File: config.mk
export PLATFORM = sky130hd
export DESIGN_NAME = vga_timing_gen
export DESIGN_NICKNAME = d
export VERILOG_FILES = /design/src/rtl/vga_pkg.sv /design/src/rtl/pixel_tick_gen.sv /design/src/rtl/vga_timing_gen.sv
export SDC_FILE = /design/constraint.sdc
export NUM_CORES = 1
export LEC_CHECK = 0
export CAP_MARGIN = 20
export CORE_UTILIZATION = 35
export DETAILED_ROUTE_END_ITERATION = 7
export SLEW_MARGIN = 15
export SYNTH_ARGS = -nofsm -noshare
export SYNTH_HDL_FRONTEND = slang
export SYNTH_SLANG_ARGS = --single-unit
File: constraint.sdc
create_clock -name clk -period 2.7 [get_ports clk]
set_input_delay 0.405 -clock clk [delete_from_list [all_inputs] [get_ports clk]]
set_output_delay 0.405 -clock clk [all_outputs]
set_load 0.02 [all_outputs]
File: src/rtl/vga_pkg.sv
// -----------------------------------------------------------------------------
// vga_pkg
// Shared VGA constants: default 640x480 @ 60 Hz timing, total-length helper,
// coordinate and colour widths used by the timing and colour generators.
// No ports.
// -----------------------------------------------------------------------------
package vga_pkg;

    localparam int COORD_W = 10;
    localparam int COLOR_W = 4;

    typedef logic [COORD_W-1:0] coord_t;
    // One bit wider than a coordinate so region bounds of exactly 1024 compare
    // correctly.
    typedef logic [COORD_W:0]   coord_ext_t;

    localparam int DEF_CLK_DIV  = 4;

    localparam int DEF_H_ACTIVE = 640;
    localparam int DEF_H_FP     = 16;
    localparam int DEF_H_SYNC   = 96;
    localparam int DEF_H_BP     = 48;

    localparam int DEF_V_ACTIVE = 480;
    localparam int DEF_V_FP     = 10;
    localparam int DEF_V_SYNC   = 2;
    localparam int DEF_V_BP     = 33;

    function automatic int line_total(input int active, input int fp,
                                      input int sync, input int bp);
        return active + fp + sync + bp;
    endfunction

    localparam int DEF_H_TOTAL = line_total(DEF_H_ACTIVE, DEF_H_FP, DEF_H_SYNC, DEF_H_BP);
    localparam int DEF_V_TOTAL = line_total(DEF_V_ACTIVE, DEF_V_FP, DEF_V_SYNC, DEF_V_BP);

endpackage

File: src/rtl/pixel_tick_gen.sv
// -----------------------------------------------------------------------------
// pixel_tick_gen
// Clock-enable generator: tick is a one-clk pulse every CLK_DIV clocks.
// Also usable as a slow sample strobe (button sampling, debouncing).
//
// Ports:
//   clk   in   system clock
//   rst   in   asynchronous, active-low reset
//   tick  out  high for one clk while the divider sits at CLK_DIV-1
//
// CLK_DIV legal range 1..16; CLK_DIV=1 gives tick constantly 1 after reset.
// -----------------------------------------------------------------------------
module pixel_tick_gen #(
    parameter int CLK_DIV = 4
) (
    input  logic clk,
    input  logic rst,
    output logic tick
);

    localparam int DIV_W = (CLK_DIV > 1) ? $clog2(CLK_DIV) : 1;

    typedef logic [DIV_W-1:0] div_t;
    localparam div_t DIV_LAST = div_t'(CLK_DIV - 1);

    if (CLK_DIV < 1 || CLK_DIV > 16) begin : g_bad_div
        $error("pixel_tick_gen: CLK_DIV must be in 1..16");
    end

    div_t divider;
    div_t divider_nxt;

    always_comb begin
        divider_nxt = divider + 1'b1;
        if (divider == DIV_LAST) begin
            divider_nxt = '0;
        end
    end

    // tick is registered from the next divider value so it is high exactly
    // while divider==CLK_DIV-1, and still reads 0 during reset.
    always_ff @(posedge clk or negedge rst) begin
        if (!rst) begin
            divider <= '0;
            tick    <= 1'b0;
        end else begin
            divider <= divider_nxt;
            tick    <= (divider_nxt == DIV_LAST);
        end
    end

endmodule

File: src/rtl/vga_timing_gen.sv
// -----------------------------------------------------------------------------
// vga_timing_gen
// VGA raster timing from the system clock: pixel-rate clock enable,
// hcount/vcount raster counters and registered sync/blanking/frame decode.
// Decode is computed from the next counter values, so it is always aligned
// with hcount/vcount.
//
// Ports:
//   clk          in   system clock (100 MHz)
//   rst          in   asynchronous, active-low reset
//   pixel_en     out  one-clk pulse every CLK_DIV clocks (pixel slot)
//   hcount       out  pixel column, 0..H_TOTAL-1
//   vcount       out  line, 0..V_TOTAL-1
//   hsync        out  horizontal sync, asserted level SYNC_ACTIVE
//   vsync        out  vertical sync, asserted level SYNC_ACTIVE
//   blanking     out  1 outside the visible area
//   frame_start  out  one-clk pulse after the raster wraps to (0,0)
//   frame_count  out  8-bit frame counter (only with VGA_FRAME_COUNT_EN)
//
// Build option: define VGA_FRAME_COUNT_EN to add the frame_count port.
// -----------------------------------------------------------------------------
module vga_timing_gen
    import vga_pkg::*;
#(
    parameter int CLK_DIV     = DEF_CLK_DIV,
    parameter int H_ACTIVE    = DEF_H_ACTIVE,
    parameter int H_FP        = DEF_H_FP,
    parameter int H_SYNC      = DEF_H_SYNC,
    parameter int H_BP        = DEF_H_BP,
    parameter int V_ACTIVE    = DEF_V_ACTIVE,
    parameter int V_FP        = DEF_V_FP,
    parameter int V_SYNC      = DEF_V_SYNC,
    parameter int V_BP        = DEF_V_BP,
    parameter bit SYNC_ACTIVE = 1'b0
) (
    input  logic               clk,
    input  logic               rst,
    output logic               pixel_en,
    output logic [COORD_W-1:0] hcount,
    output logic [COORD_W-1:0] vcount,
    output logic               hsync,
    output logic               vsync,
    output logic               blanking,
    output logic               frame_start
`ifdef VGA_FRAME_COUNT_EN
   ,output logic [7:0]         frame_count
`endif
);

    localparam int H_TOTAL = line_total(H_ACTIVE, H_FP, H_SYNC, H_BP);
    localparam int V_TOTAL = line_total(V_ACTIVE, V_FP, V_SYNC, V_BP);

    if (H_TOTAL > 1024) begin : g_bad_h_total
        $error("vga_timing_gen: H_TOTAL exceeds 1024");
    end
    if (V_TOTAL > 1024) begin : g_bad_v_total
        $error("vga_timing_gen: V_TOTAL exceeds 1024");
    end

    localparam coord_t     H_LAST     = coord_t'(H_TOTAL - 1);
    localparam coord_t     V_LAST     = coord_t'(V_TOTAL - 1);
    localparam coord_ext_t H_VIS_END  = coord_ext_t'(H_ACTIVE);
    localparam coord_ext_t V_VIS_END  = coord_ext_t'(V_ACTIVE);
    localparam coord_ext_t HS_START   = coord_ext_t'(H_ACTIVE + H_FP);
    localparam coord_ext_t HS_END     = coord_ext_t'(H_ACTIVE + H_FP + H_SYNC);
    localparam coord_ext_t VS_START   = coord_ext_t'(V_ACTIVE + V_FP);
    localparam coord_ext_t VS_END     = coord_ext_t'(V_ACTIVE + V_FP + V_SYNC);

    pixel_tick_gen #(
        .CLK_DIV (CLK_DIV)
    ) u_tick (
        .clk  (clk),
        .rst  (rst),
        .tick (pixel_en)
    );

    coord_t     h_nxt;
    coord_t     v_nxt;
    coord_ext_t h_ext;
    coord_ext_t v_ext;
    logic       wrap_nxt;
    logic       blank_nxt;
    logic       hs_on_nxt;
    logic       vs_on_nxt;

    always_comb begin
        h_nxt    = hcount;
        v_nxt    = vcount;
        wrap_nxt = 1'b0;
        if (pixel_en) begin
            if (hcount == H_LAST) begin
                h_nxt = '0;
                if (vcount == V_LAST) begin
                    v_nxt    = '0;
                    wrap_nxt = 1'b1;
                end else begin
                    v_nxt = vcount + 1'b1;
                end
            end else begin
                h_nxt = hcount + 1'b1;
            end
        end

        h_ext     = {1'b0, h_nxt};
        v_ext     = {1'b0, v_nxt};
        blank_nxt = (h_ext >= H_VIS_END) || (v_ext >= V_VIS_END);
        hs_on_nxt = (h_ext >= HS_START) && (h_ext < HS_END);
        vs_on_nxt = (v_ext >= VS_START) && (v_ext < VS_END);
    end

    // Decode registers load every clk from the next counter values; between
    // pixel slots the counters hold, so the decode holds too.
    always_ff @(posedge clk or negedge rst) begin
        if (!rst) begin
            hcount      <= '0;
            vcount      <= '0;
            blanking    <= 1'b1;
            hsync       <= ~SYNC_ACTIVE;
            vsync       <= ~SYNC_ACTIVE;
            frame_start <= 1'b0;
        end else begin
            hcount      <= h_nxt;
            vcount      <= v_nxt;
            blanking    <= blank_nxt;
            hsync       <= hs_on_nxt ? SYNC_ACTIVE : ~SYNC_ACTIVE;
            vsync       <= vs_on_nxt ? SYNC_ACTIVE : ~SYNC_ACTIVE;
            frame_start <= wrap_nxt;
        end
    end

`ifdef VGA_FRAME_COUNT_EN
    always_ff @(posedge clk or negedge rst) begin
        if (!rst) begin
            frame_count <= '0;
        end else if (frame_start) begin
            frame_count <= frame_count + 1'b1;
        end
    end
`endif

endmodule

# Yosys cells after proc, flatten, opt, wreduce, memory -nomap -nowiden

Index checks and enable logic that the tools add are counted.
Widths: inputs -> output; s select.

Output and inout bits: 25
Bits of input ports: 2
Register bits: 27
Word-level logic and storage cells: 35

Magnitude comparators: 6
$add $sub $neg: 3
Reductions and logical operators: 3
Equality and inequality tests: 4
Mux-type cells: 11

Operator list:

| cell                  | number |
|---|---|
| $mux 10               | 5 |
| $add 10x1->10 const B | 2 |
| $eq 10x10->1 const B  | 2 |
| $ge 10x10->1 const B  | 2 |
| $ge 10x9->1 const B   | 2 |
| $lt 10x10->1 const B  | 1 |
| $lt 10x9->1 const B   | 1 |
| $mux 1                | 5 |
| $eq 2x2->1 const B    | 2 |
| $add 2x1->2 const B   | 1 |
| $logic_and 1x1->1     | 2 |
| $mux 2                | 1 |
| $logic_or 1x1->1      | 1 |

# Logic depth before layout (Yosys ltp)

Depth in word-level cells: 7
Mapped depth: 8
Depth with buffers taken out: 7

# Cells and area by module

A second synthesis with hierarchy kept.

Cells, all modules: 152
Area total of the unflattened synthesis: 1466.4 um2

Modules (own cells, without submodules):

| module         | cells each | sequential area each (um2) | area each (um2) | times used |
|---|---|---|---|---|
| vga_timing_gen | 144        | 604.3                      | 1355.0          | 1 |
| pixel_tick_gen | 8          | 75.1                       | 111.4           | 1 |

# Worst setup path before layout

Ideal clock, no wire load.

Path kind: register -> register
Start point: reg vcount[6]
End point: reg blanking
Data arrival time: 2.165 ns
Clock period less this slack: 2.246 ns
Buffers on the path: 2
Stages on the path, launching flop included: 8
Setup slack: 0.454 ns
Library setup time: 0.082 ns
Required time: 2.618 ns
Cells stage by stage: dfrtp_1 buf_6 or4_4 or4_1 buf_6 a21oi_4 a211oi_2 a211o_1

Word-level cells in the longest chain between the ends: 6
Elaborated cells between the ends (all ways): 7
Those cells by class: add/sub (1); order compare (1); eq/ne (1); mux (3); reduce/logical (1)

RTL lines:

| what                                                 | line                                       | RTL |
|---|---|---|
| start, declared                                      | vga_timing_gen.sv:40                       | `output logic [COORD_W-1:0] vcount,` |
| start signal, assigned                               | vga_timing_gen.sv:123                      | `vcount <= v_nxt;` |
| $add 10x1->10 / $eq 10x10->1 (equally long branches) | vga_timing_gen.sv:97, vga_timing_gen.sv:93 |  |
| $mux 10                                              | vga_timing_gen.sv:93                       | `if (vcount == V_LAST) begin` |
| $mux 10                                              | vga_timing_gen.sv:91                       | `if (hcount == H_LAST) begin` |
| $mux 10 *                                            | vga_timing_gen.sv:90                       | `if (pixel_en) begin` |
| $ge 10x9->1 *                                        | vga_timing_gen.sv:106                      | `blank_nxt = (h_ext >= H_VIS_END) \|\| (v_ext >= V_VIS_END);` |
| $logic_or 1x1->1 *                                   | vga_timing_gen.sv:106                      |  |
| named net blank_nxt                                  | vga_timing_gen.sv:82                       | `logic blank_nxt;` |
| end signal, assigned                                 | vga_timing_gen.sv:124                      | `blanking <= blank_nxt;` |
| end, declared                                        | vga_timing_gen.sv:43                       | `output logic blanking,` |

The timed path passes the listed nets; every way through them passes the cells marked *.

# Final worst setup path

Ends and elaborated chain as after synthesis.

==> metrics.txt <==
dpl hpwl=~2.2 mm; full die area=4440 um^2; Synth-to-Final Area Change=23.4%; skew final=0.00529 ns; cts hold-fix bufs=0; Ant. Diodes=0; Worst-Skew Late Latency=0.27 ns; number of global-route vias before repair=1113; CP peak stage delay=0.59 ns; CP Depth=5; fin crit period=approximately 2.3 ns; per-cell routed wire length=roughly 13 um; Syn Area/Cell=9.76 um^2; Crit Path Class=reg -> reg; Max clock buf depth=2; post_cts resized=0; synth top area cells=dfrtp_1, dfstp_2, xnor2_1, ha_1, nand4_1; pin count of the biggest net entering global routing=28; Total Wirelength=between 3 and 4 mm; Worst Setup End Kind=flip-flop; CP bufs+invs=0; warning count from the yosys run=0; CP Max Fanout=9; top cell type's share of synthesized area=0.410; most numerous cell in the Yosys netlist=dfrtp_1; root cell of the clock tree=clkbuf_8; Synth area leader=dfrtp_1; first-pass detailed-route iteration total=4; HP Start=u_tick.divider[0]$_DFF_PN0_; worst r2r src=vcount[6]$_DFF_PN0_; max-cap viol count=0; Final setup violation count=0; max-slew headroom at the worst pin=0.719; post-synthesis sequential area ratio=0.464; total CTS buffers=3; postcts setup bufs=0; Yosys cell types=38; Overall Global Routing Usage=0.152; total core area=4000 um^2; Final Max Tran Viols=0; RSZ-0062 raised after global routing=no; Crit path max-delay family=simple AND/OR/NAND/NOR gates; CTS tree=yes; WP data arrival=2.50 ns; Die Width=around 67 um; Area after DPL=1760 um^2; critical path launch point type=flip-flop; antenna violations before repair=0; I/O Pins=27; chip height=66.7 um; Syn Std Cell Area=1460 um^2; first-pass GRT wire length=5.10 mm; GRT Residual Overflow=0; vias per cell=5.40; final core utilization=0.452; TritonCTS Sinks=27; worst-margin pin slew=0.417 ns; Pwr per Cell Area=353 nW/um^2; initial DRC count=65; fill count=roughly 390; worst reg-to-reg path cell count=5; status=complete, no violations; most frequent cells after synthesis=dfrtp_1, nand2_1, inv_1; worst vdd ir=between 0.2 and 0.25 mV; synthesized instance count=150; cell row count=23; I/O Buffers=26; aggregate negative setup slack=0 ns; post-route cell area=roughly 1800 um^2; Post-synth EDFFs=0; CP Cell Sequence=or4_4 -> or4_1 -> a21oi_4 -> a211oi_2 -> a211o_1; Hold WC Path Type=reg -> reg; critical path's slowest cell=or4_1; Critical Path RT=slightly below 3 ns; ys flop type=dfrtp_1; Pleak=0.733 nW; share of cells above drive strength 1=0.0914; gpl congestion=0.886; number of routed nets with antenna violations=0; H-tree Lvls=1; Max Fclk=435 MHz; Final period util=0.852; final hold violations=0; nets=roughly 180; DR vias=1216; Worst setup startpoint=vcount[6]$_DFF_PN0_; Remaining DRCs=0; Initial Util=0.366; Post-synth ARST share=1.00; Clock Pin Slew Worst Setup and Hold Paths=around 0.090 ns; Post-Syn Nets=157; WHS Path Cells=1; flops & latches, synth=27
[logic make-up after synthesis]
group | Yosys count | share of synthesized area
simple gates | 61 | 0.228
flops | 27 | 0.464
compound gates | 22 | 0.107
buf+inv | 21 | 0.0726
xor+xnor | 12 | 0.0718
fa+ha+maj | 5 | 0.0427
mux | 2 | 0.0137
[through the flow]
| stage | hold WS, ns | worst slack, ns | total power, mW | instances |
|---|---|---|---|---|
| 3_5_place_dp | 0.457 | 0.423 | 0.423 | 221 |
| 6_report | 0.461 | 0.401 | 0.637 | 225 |
| 4_1_cts | 0.471 | 0.404 | 0.647 | 225 |
| 5_1_grt | 0.488 | 0.324 | 0.663 | 225 |
| 2_1_floorplan | 0.109 | 0.454 | 0.412 | 150 |
| 3_3_place_gp | 0.441 | 0.464 | 0.422 | 221 |
[final timing paths]
| check | to | slack [ns] |
|---|---|---|
| setup reg to reg | blanking$_DFF_PN1_ | 0.40 |
| hold / removal | u_tick.divider[0]$_DFF_PN0_ | 0.46 |
| setup / recovery | blanking$_DFF_PN1_ | 0.40 |
| min in group asynchronous | vcount[6]$_DFF_PN0_ | 0.51 |
| max in group asynchronous | blanking$_DFF_PN1_ | 1.89 |
| hold reg to reg | u_tick.divider[0]$_DFF_PN0_ | 0.46 |
[sequential cells by signal, indices dropped and copies added, names as in the netlist]
signal	flops
vsync	1
u_tick.divider	2
u_tick.tick	1
hsync	1
vcount	10
hcount	10
blanking	1
frame_start	1
[where the power goes]
group          leakage (nW)  switching (mW)  internal (mW)
clock network        0.0228           0.118          0.106
registers             0.352               0          0.404
logic                 0.358         0.00768        0.00222
total                 0.733           0.125          0.512
[cell usage in the layout, fill, tap and decap left out, types with 4 or more instances in the layout]
cell,count
nand2_1,13
ha_1,5
xnor2_1,8
o21ai_0,5
xor2_1,4
clkdlybuf4s50_1,26
nand4_1,8
dfrtp_1,24
a21oi_1,5
inv_1,12
nor2_1,11
buf_4,4
nand3_1,8
[per-layer routing]
metal / track usage / vias up / share of wire
met1: 0.191 / 579 / 0.45
met5: 0 / - / 0
met4: 0.0479 / 0 / 0.013
met2: 0.265 / 47 / 0.48
met3: 0.0240 / 5 / 0.053
li1: - / 585 / -
[final cells by class]
class / instances / area [um^2] / share of cell area
multi-input cells: 102 / 684 / 0.379
well taps: 50 / 62.6 / 0.0346
repair buffers: 30 / 290 / 0.161
clock buffers: 4 / 45.0 / 0.0249
flip-flops and latches: 27 / 679 / 0.376
inverters: 12 / 45.0 / 0.0249
Power figures use the tool's default switching activity.
